[src/rtl/capture_sequencer.sv]
// Ping-pong capture sequencer: arms on a settled front end, triggers on a comparator rising
// edge or timeout, writes one DEPTH-sample frame, then swaps banks once the reader is idle.
module capture_sequencer #(
  parameter int unsigned DATA_WIDTH    = 12,
  parameter int unsigned ADDR_WIDTH    = 10,
  parameter int unsigned TIMEOUT_TICKS = 4096
) (
  input  logic                  clk,
  input  logic                  rst,
  input  logic                  enable,
  input  logic                  stable,
  input  logic                  sig_in,
  input  logic                  adc_valid,
  input  logic [DATA_WIDTH-1:0] adc_data,
  input  logic                  rd_busy,
  output logic                  wr_en,
  output logic [ADDR_WIDTH-1:0] wr_addr,
  output logic [DATA_WIDTH-1:0] wr_data,
  output logic                  wr_buf,
  output logic                  rd_buf,
  output logic                  frame_done,
  output logic                  frame_valid,
  output logic                  auto_trig,
  output logic [15:0]           drop_cnt,
  output logic                  capturing
);

  localparam logic [ADDR_WIDTH-1:0] LAST_ADDR = {ADDR_WIDTH{1'b1}};
  localparam logic [15:0]           TMO_LAST  = 16'(TIMEOUT_TICKS - 1);
  localparam logic                  TMO_EN    = (TIMEOUT_TICKS != 0);

  typedef enum logic [2:0] {
    S_IDLE,
    S_ARM,
    S_WAIT_TRIG,
    S_CAPTURE,
    S_SWAP
  } state_t;

  state_t                  state, state_nxt;
  logic [ADDR_WIDTH-1:0]   count, count_nxt;
  logic [15:0]             tmo, tmo_nxt;
  logic                    auto_flag, auto_flag_nxt;
  logic                    sig_q;
  logic                    busy_q;
  logic                    wr_en_nxt;
  logic [ADDR_WIDTH-1:0]   wr_addr_nxt;
  logic [DATA_WIDTH-1:0]   wr_data_nxt;
  logic                    wr_buf_nxt;
  logic                    frame_done_nxt;
  logic                    frame_valid_nxt;
  logic                    auto_trig_nxt;
  logic [15:0]             drop_cnt_nxt;

  logic go;
  logic sig_edge;
  logic busy_rise;

  assign go        = enable & stable;
  assign sig_edge  = adc_valid & sig_in & ~sig_q;
  assign busy_rise = rd_busy & ~busy_q;

  // Next-state and next-output logic for the whole sequencer.
  always_comb begin
    state_nxt       = state;
    count_nxt       = count;
    tmo_nxt         = tmo;
    auto_flag_nxt   = auto_flag;
    wr_en_nxt       = 1'b0;
    wr_addr_nxt     = wr_addr;
    wr_data_nxt     = wr_data;
    wr_buf_nxt      = wr_buf;
    frame_done_nxt  = 1'b0;
    frame_valid_nxt = frame_valid;
    auto_trig_nxt   = auto_trig;
    drop_cnt_nxt    = drop_cnt;

    if (busy_rise) frame_valid_nxt = 1'b0;

    case (state)
      S_IDLE: begin
        if (go) state_nxt = S_ARM;
      end

      S_ARM: begin
        count_nxt     = '0;
        tmo_nxt       = '0;
        auto_flag_nxt = 1'b0;
        state_nxt     = go ? S_WAIT_TRIG : S_IDLE;
      end

      S_WAIT_TRIG: begin
        if (!go) begin
          state_nxt = S_IDLE;
        end else if (adc_valid) begin
          if (sig_edge || (TMO_EN && (tmo == TMO_LAST))) begin
            // Edge wins over timeout when both occur on the same tick.
            auto_flag_nxt = ~sig_edge;
            wr_en_nxt     = 1'b1;
            wr_addr_nxt   = '0;
            wr_data_nxt   = adc_data;
            count_nxt     = ADDR_WIDTH'(1);
            state_nxt     = S_CAPTURE;
          end else begin
            tmo_nxt = tmo + 16'd1;
          end
        end
      end

      S_CAPTURE: begin
        if (!go) begin
          state_nxt = S_IDLE;
        end else if (adc_valid) begin
          wr_en_nxt   = 1'b1;
          wr_addr_nxt = count;
          wr_data_nxt = adc_data;
          if (count == LAST_ADDR) begin
            state_nxt = S_SWAP;
          end else begin
            count_nxt = count + ADDR_WIDTH'(1);
          end
        end
      end

      S_SWAP: begin
        if (!rd_busy) begin
          wr_buf_nxt      = ~wr_buf;
          frame_done_nxt  = 1'b1;
          frame_valid_nxt = 1'b1;
          auto_trig_nxt   = auto_flag;
          state_nxt       = go ? S_ARM : S_IDLE;
        end else if (adc_valid && (drop_cnt != 16'hFFFF)) begin
          drop_cnt_nxt = drop_cnt + 16'd1;
        end
      end

      default: begin
        state_nxt = S_IDLE;
      end
    endcase
  end

  // State and output registers.
  always_ff @(posedge clk) begin
    if (rst) begin
      state       <= S_IDLE;
      count       <= '0;
      tmo         <= '0;
      auto_flag   <= 1'b0;
      sig_q       <= 1'b0;
      busy_q      <= 1'b0;
      wr_en       <= 1'b0;
      wr_addr     <= '0;
      wr_data     <= '0;
      wr_buf      <= 1'b0;
      rd_buf      <= 1'b1;
      frame_done  <= 1'b0;
      frame_valid <= 1'b0;
      auto_trig   <= 1'b0;
      drop_cnt    <= '0;
      capturing   <= 1'b0;
    end else begin
      state       <= state_nxt;
      count       <= count_nxt;
      tmo         <= tmo_nxt;
      auto_flag   <= auto_flag_nxt;
      if (adc_valid) sig_q <= sig_in;
      busy_q      <= rd_busy;
      wr_en       <= wr_en_nxt;
      wr_addr     <= wr_addr_nxt;
      wr_data     <= wr_data_nxt;
      wr_buf      <= wr_buf_nxt;
      rd_buf      <= ~wr_buf_nxt;
      frame_done  <= frame_done_nxt;
      frame_valid <= frame_valid_nxt;
      auto_trig   <= auto_trig_nxt;
      drop_cnt    <= drop_cnt_nxt;
      capturing   <= (state_nxt == S_CAPTURE);
    end
  end

endmodule

[config.mk]
export PLATFORM = sky130hd
export DESIGN_NAME = capture_sequencer
export DESIGN_NICKNAME = d
export VERILOG_FILES = /design/src/rtl/capture_sequencer.sv
export SDC_FILE = /design/constraint.sdc
export NUM_CORES = 1
export LEC_CHECK = 0
export ABC_AREA = 0
export BUFFER_PORTS_ARGS = -buffer_cell sky130_fd_sc_hd__clkbuf_2
export CAP_MARGIN = 20
export CORE_ASPECT_RATIO = 1.4
export CORE_UTILIZATION = 45
export CTS_BUF_LIST = sky130_fd_sc_hd__clkbuf_4 sky130_fd_sc_hd__clkbuf_8
export CTS_CLUSTER_SIZE = 12
export DETAILED_ROUTE_END_ITERATION = 12
export PLACE_DENSITY = 0.67
export SETUP_SLACK_MARGIN = 0.2
export SLEW_MARGIN = 20
export SYNTH_ARGS = -nofsm -noshare
export SYNTH_HDL_FRONTEND = slang
export SYNTH_SLANG_ARGS = --single-unit
[constraint.sdc]
create_clock -name clk -period 2.43 [get_ports clk]
set_clock_uncertainty 0.05 [all_clocks]
set_input_delay 0.1215 -clock clk [delete_from_list [all_inputs] [get_ports clk]]
set_output_delay 0.1215 -clock clk [all_outputs]
set_load 0.03 [all_outputs]
==> impl_results.md <==
- Worst slew pin tran: 0.661 ns
- Initial antenna violation count: 0
- Core footprint: 0.00703 mm^2
- Crit path kind: flop to flop
- Worst Setup End Kind: flop
- Worst path cell trace: ha_1, and4b_1, nand4_1, a21oi_2, o21ai_1, or3_1, a21oi_1
- Iter 0 DRT Violations: ~130
- R2R Setup Slk: 0.36 ns
- Core Util, Final: 59.3%
- GP Congestion: 0.840
- Syn Inst Count: 386
- Worst EP arrival: between 2 and 2.5 ns
- Via/cell ratio: 5.25
- Routed len/inst: approximately 13 um
- Most frequent cells in the layout: dfxtp_1 (77), nor2_1 (74), clkbuf_2 (63), nand2_1 (27)
- IO Pins: 64
- Dpl cells: 542
- Detailed Routing Iterations Pass 1: 4
- Initial core utilization: between 40% and 50%
- Post-Syn Nets: 408
- Worst hold path class: input pin to flop
- Most used DFF post-synth: dfxtp_1
- Status: finished, final reports clean
- Non-filler instance count after layout: 573
- Ys async rst share: 0%
- First-pass GRT wire length: 12.0 mm
- Slowest CP cell: dfxtp_1
- Final Hold Fails: 0
- Die H: between 100 and 150 um
- R2R Path End: count[1]
- Skew-Pair Late Insertion Delay: between 0.3 and 0.4 ns
- Number of global-route vias before repair: ~2700
- P_int: 1.84 mW
- Setup tns final: 0 ns
- Root buffer cell: clkbuf_8
- Largest fanout on the critical path: 4
- Final Max Slew Viols: 0
- Worst hold path depth: 2
- Clock share of power: 42.9%
- Slew HR: between 50% and 60%
- Worst R2R Start: tmo[0]
- CTS Sinks: 77
- Total GRT Usage: 20.5%
- Die X: 74.2 um
- FF+latch count, synth: 77
- Switching Power: around 0.55 mW
- Setup crit start kind: flop
- Post-synth EDFFs: 0
- Final Cycle Share: 85.3%
- Post-Syn Area: between 0.003 and 0.004 mm^2
- Commonest non-fill, non-tap cell in the layout: dfxtp_1
- CTS buffer count: 9
- Worst Path Required: 2.66 ns
- R2R depth: 7
- Post-synthesis sequential area ratio: 46.9%
- Slowest stage delay, CP: 0.38 ns
- Clock transition at the registers of the reported paths: approximately 0.080 ns
- YS warnings: 0
- Nets: 495
- Drc violations: 0
- Total gr overflow: 0
- Detail Route Antenna Nets: 0
- Power share of the combinational group: roughly 4.2%
- Avg Cell Area, Syn: 8.51 um^2
- Pin count of the biggest net entering global routing: 25
- Peak supply drop: 0.364 mV
- Vias: between 3000 and 4000
- Leakage: 1.67 nW
- Final setup violation count: 0
- Row Count: 36
- Max-cap violations: 0
- Sequential share of power: 52.9%
- CP delay by family, top: simple AND/OR/NAND/NOR gates
- Worst Path Buf+Inv: 0
- CTS max path bufs: 2
- PD cells: 573 mW/mm^2
- Start point of the critical path: tmo[0]
- Netlist cell types: between 40 and 50
- Area growth syn-to-layout: 26.9%
- RSZ-0062 raised after global routing: no
- FMAX: between 0.4 and 0.5 GHz
- Hold Path Origin: rst
- Worst hold endpoint: tmo[0]
- WP depth: 7
- Share of layout cells above drive strength 1: 22.4%
- H-tree levels: 3
- Antenna cells: 0
- WL final: 7.34 mm
- Sw Ratio: 23.1%
- Final min period: 2.07 ns
- Port bufs: 63
- Die area: 0.00765 mm^2
- HPWL Detailed: 5.18 mm
- CTS tree: built
==> logic make-up (layout without fill, tap and decap cells) <==
family / Yosys count / in the layout / synth area share (%)
adders and majority gates: 3 / 3 / 1.14
xor gates and xnor gates: 29 / 29 / 7.73
buffers and inverters: 30 / 122 / 3.58
muxes: 15 / 15 / 4.57
DFF: 77 / 77 / 46.9
AOI/OAI and AO/OA: 62 / 62 / 11.7
and+or+nand+nor: 170 / 170 / 24.3
==> metrics by stage <==
stage | cell area [um^2] | hold WS [ns] | setup slack [ns] | total power, mW
3_3_place_gp | 3770 | 0.301 | 0.190 | 1.37
6_report | 4170 | 0.0519 | 0.358 | 2.39
2_1_floorplan | 3290 | 0.150 | 0.212 | 1.34
3_5_place_dp | 3770 | 0.311 | 0.0970 | 1.37
4_1_cts | 4130 | 0.0439 | 0.228 | 2.41
5_1_grt | 4170 | 0.0524 | 0.205 | 2.48
==> repair_timing <==
item,4_1_cts,5_1_grt
resized for setup,2,7
hold buffers,14,0
setup buffers,0,1
pin swaps,0,2
endpoints found under the setup margin,5,13
endpoints found under the hold margin,14,0
==> sequential cells by signal (all words and copies together), names as in the netlist, 3 cells and up <==
name	cells
count	10
drop_cnt	16
state	3
tmo	16
wr_addr	10
wr_data	12
==> worst max-delay path by stage <==
| stage | end | slack (ns) |
|---|---|---|
| after floorplan | drop_cnt[14] | 0.21 |
| after detailed placement | count[9] | 0.1 |
| after global placement | count[5] | 0.19 |
| after global routing | count[2] | 0.20 |
| final | count[1] | 0.36 |
| after CTS | count[1] | 0.23 |
==> power by group through the flow <==
stage | Combinational (mW) | Clock (mW) | Sequential (mW)
finish | 0.100 | 1.02 | 1.26
global route | 0.110 | 1.11 | 1.27
CTS | 0.0983 | 1.05 | 1.26
detailed placement | 0.0802 | 0 | 1.29
global placement | 0.0798 | 0 | 1.29
floorplan | 0.0444 | 0 | 1.29
==> synthesized netlist by cell type (3+ instances only) <==
cell | instances | share of area [%]
nand2b_1 | 3 | 0.57
ha_1 | 3 | 1.1
xor2_1 | 15 | 4.0
nand4_1 | 9 | 1.7
clkbuf_1 | 15 | 1.7
buf_2 | 3 | 0.46
a22oi_1 | 10 | 2.3
dfxtp_1 | 77 | 47
o21ai_0 | 17 | 2.6
inv_1 | 11 | 1.3
or3_1 | 11 | 2.1
nor2_1 | 74 | 8.5
a21oi_1 | 19 | 2.9
nand2_1 | 27 | 3.1
nor2b_1 | 4 | 0.76
nand3_1 | 11 | 1.7
and4_1 | 3 | 0.80
nor3_1 | 14 | 2.1
mux2i_1 | 15 | 4.6
nor4_1 | 3 | 0.57
xnor2_1 | 14 | 3.7
==> worst reg2reg max path, stage by stage (launching register included) <==
cell,delay (ns)
dfxtp_1,0.38
ha_1,0.20
and4b_1,0.19
nand4_1,0.21
a21oi_2,0.29
o21ai_1,0.15
or3_1,0.36
a21oi_1,0.17
==> area by class of cell <==
class / instances / area [um^2]
inverter: 11 / 41.3
multi-input combinational: 279 / 1670
timing repair buffer: 95 / 591
sequential: 77 / 1540
clock inverter: 5 / 66.3
tap: 95 / 119
fill: 654 / 2860
clock buffer: 11 / 145
==> layer usage <==
layer	global-route usage, %	part of all wire, %
met5	0	0
met4	9.87	2.5
met3	5.18	3.2
met2	37.8	53
met1	21.3	41
(Power assumes the default switching activity.)
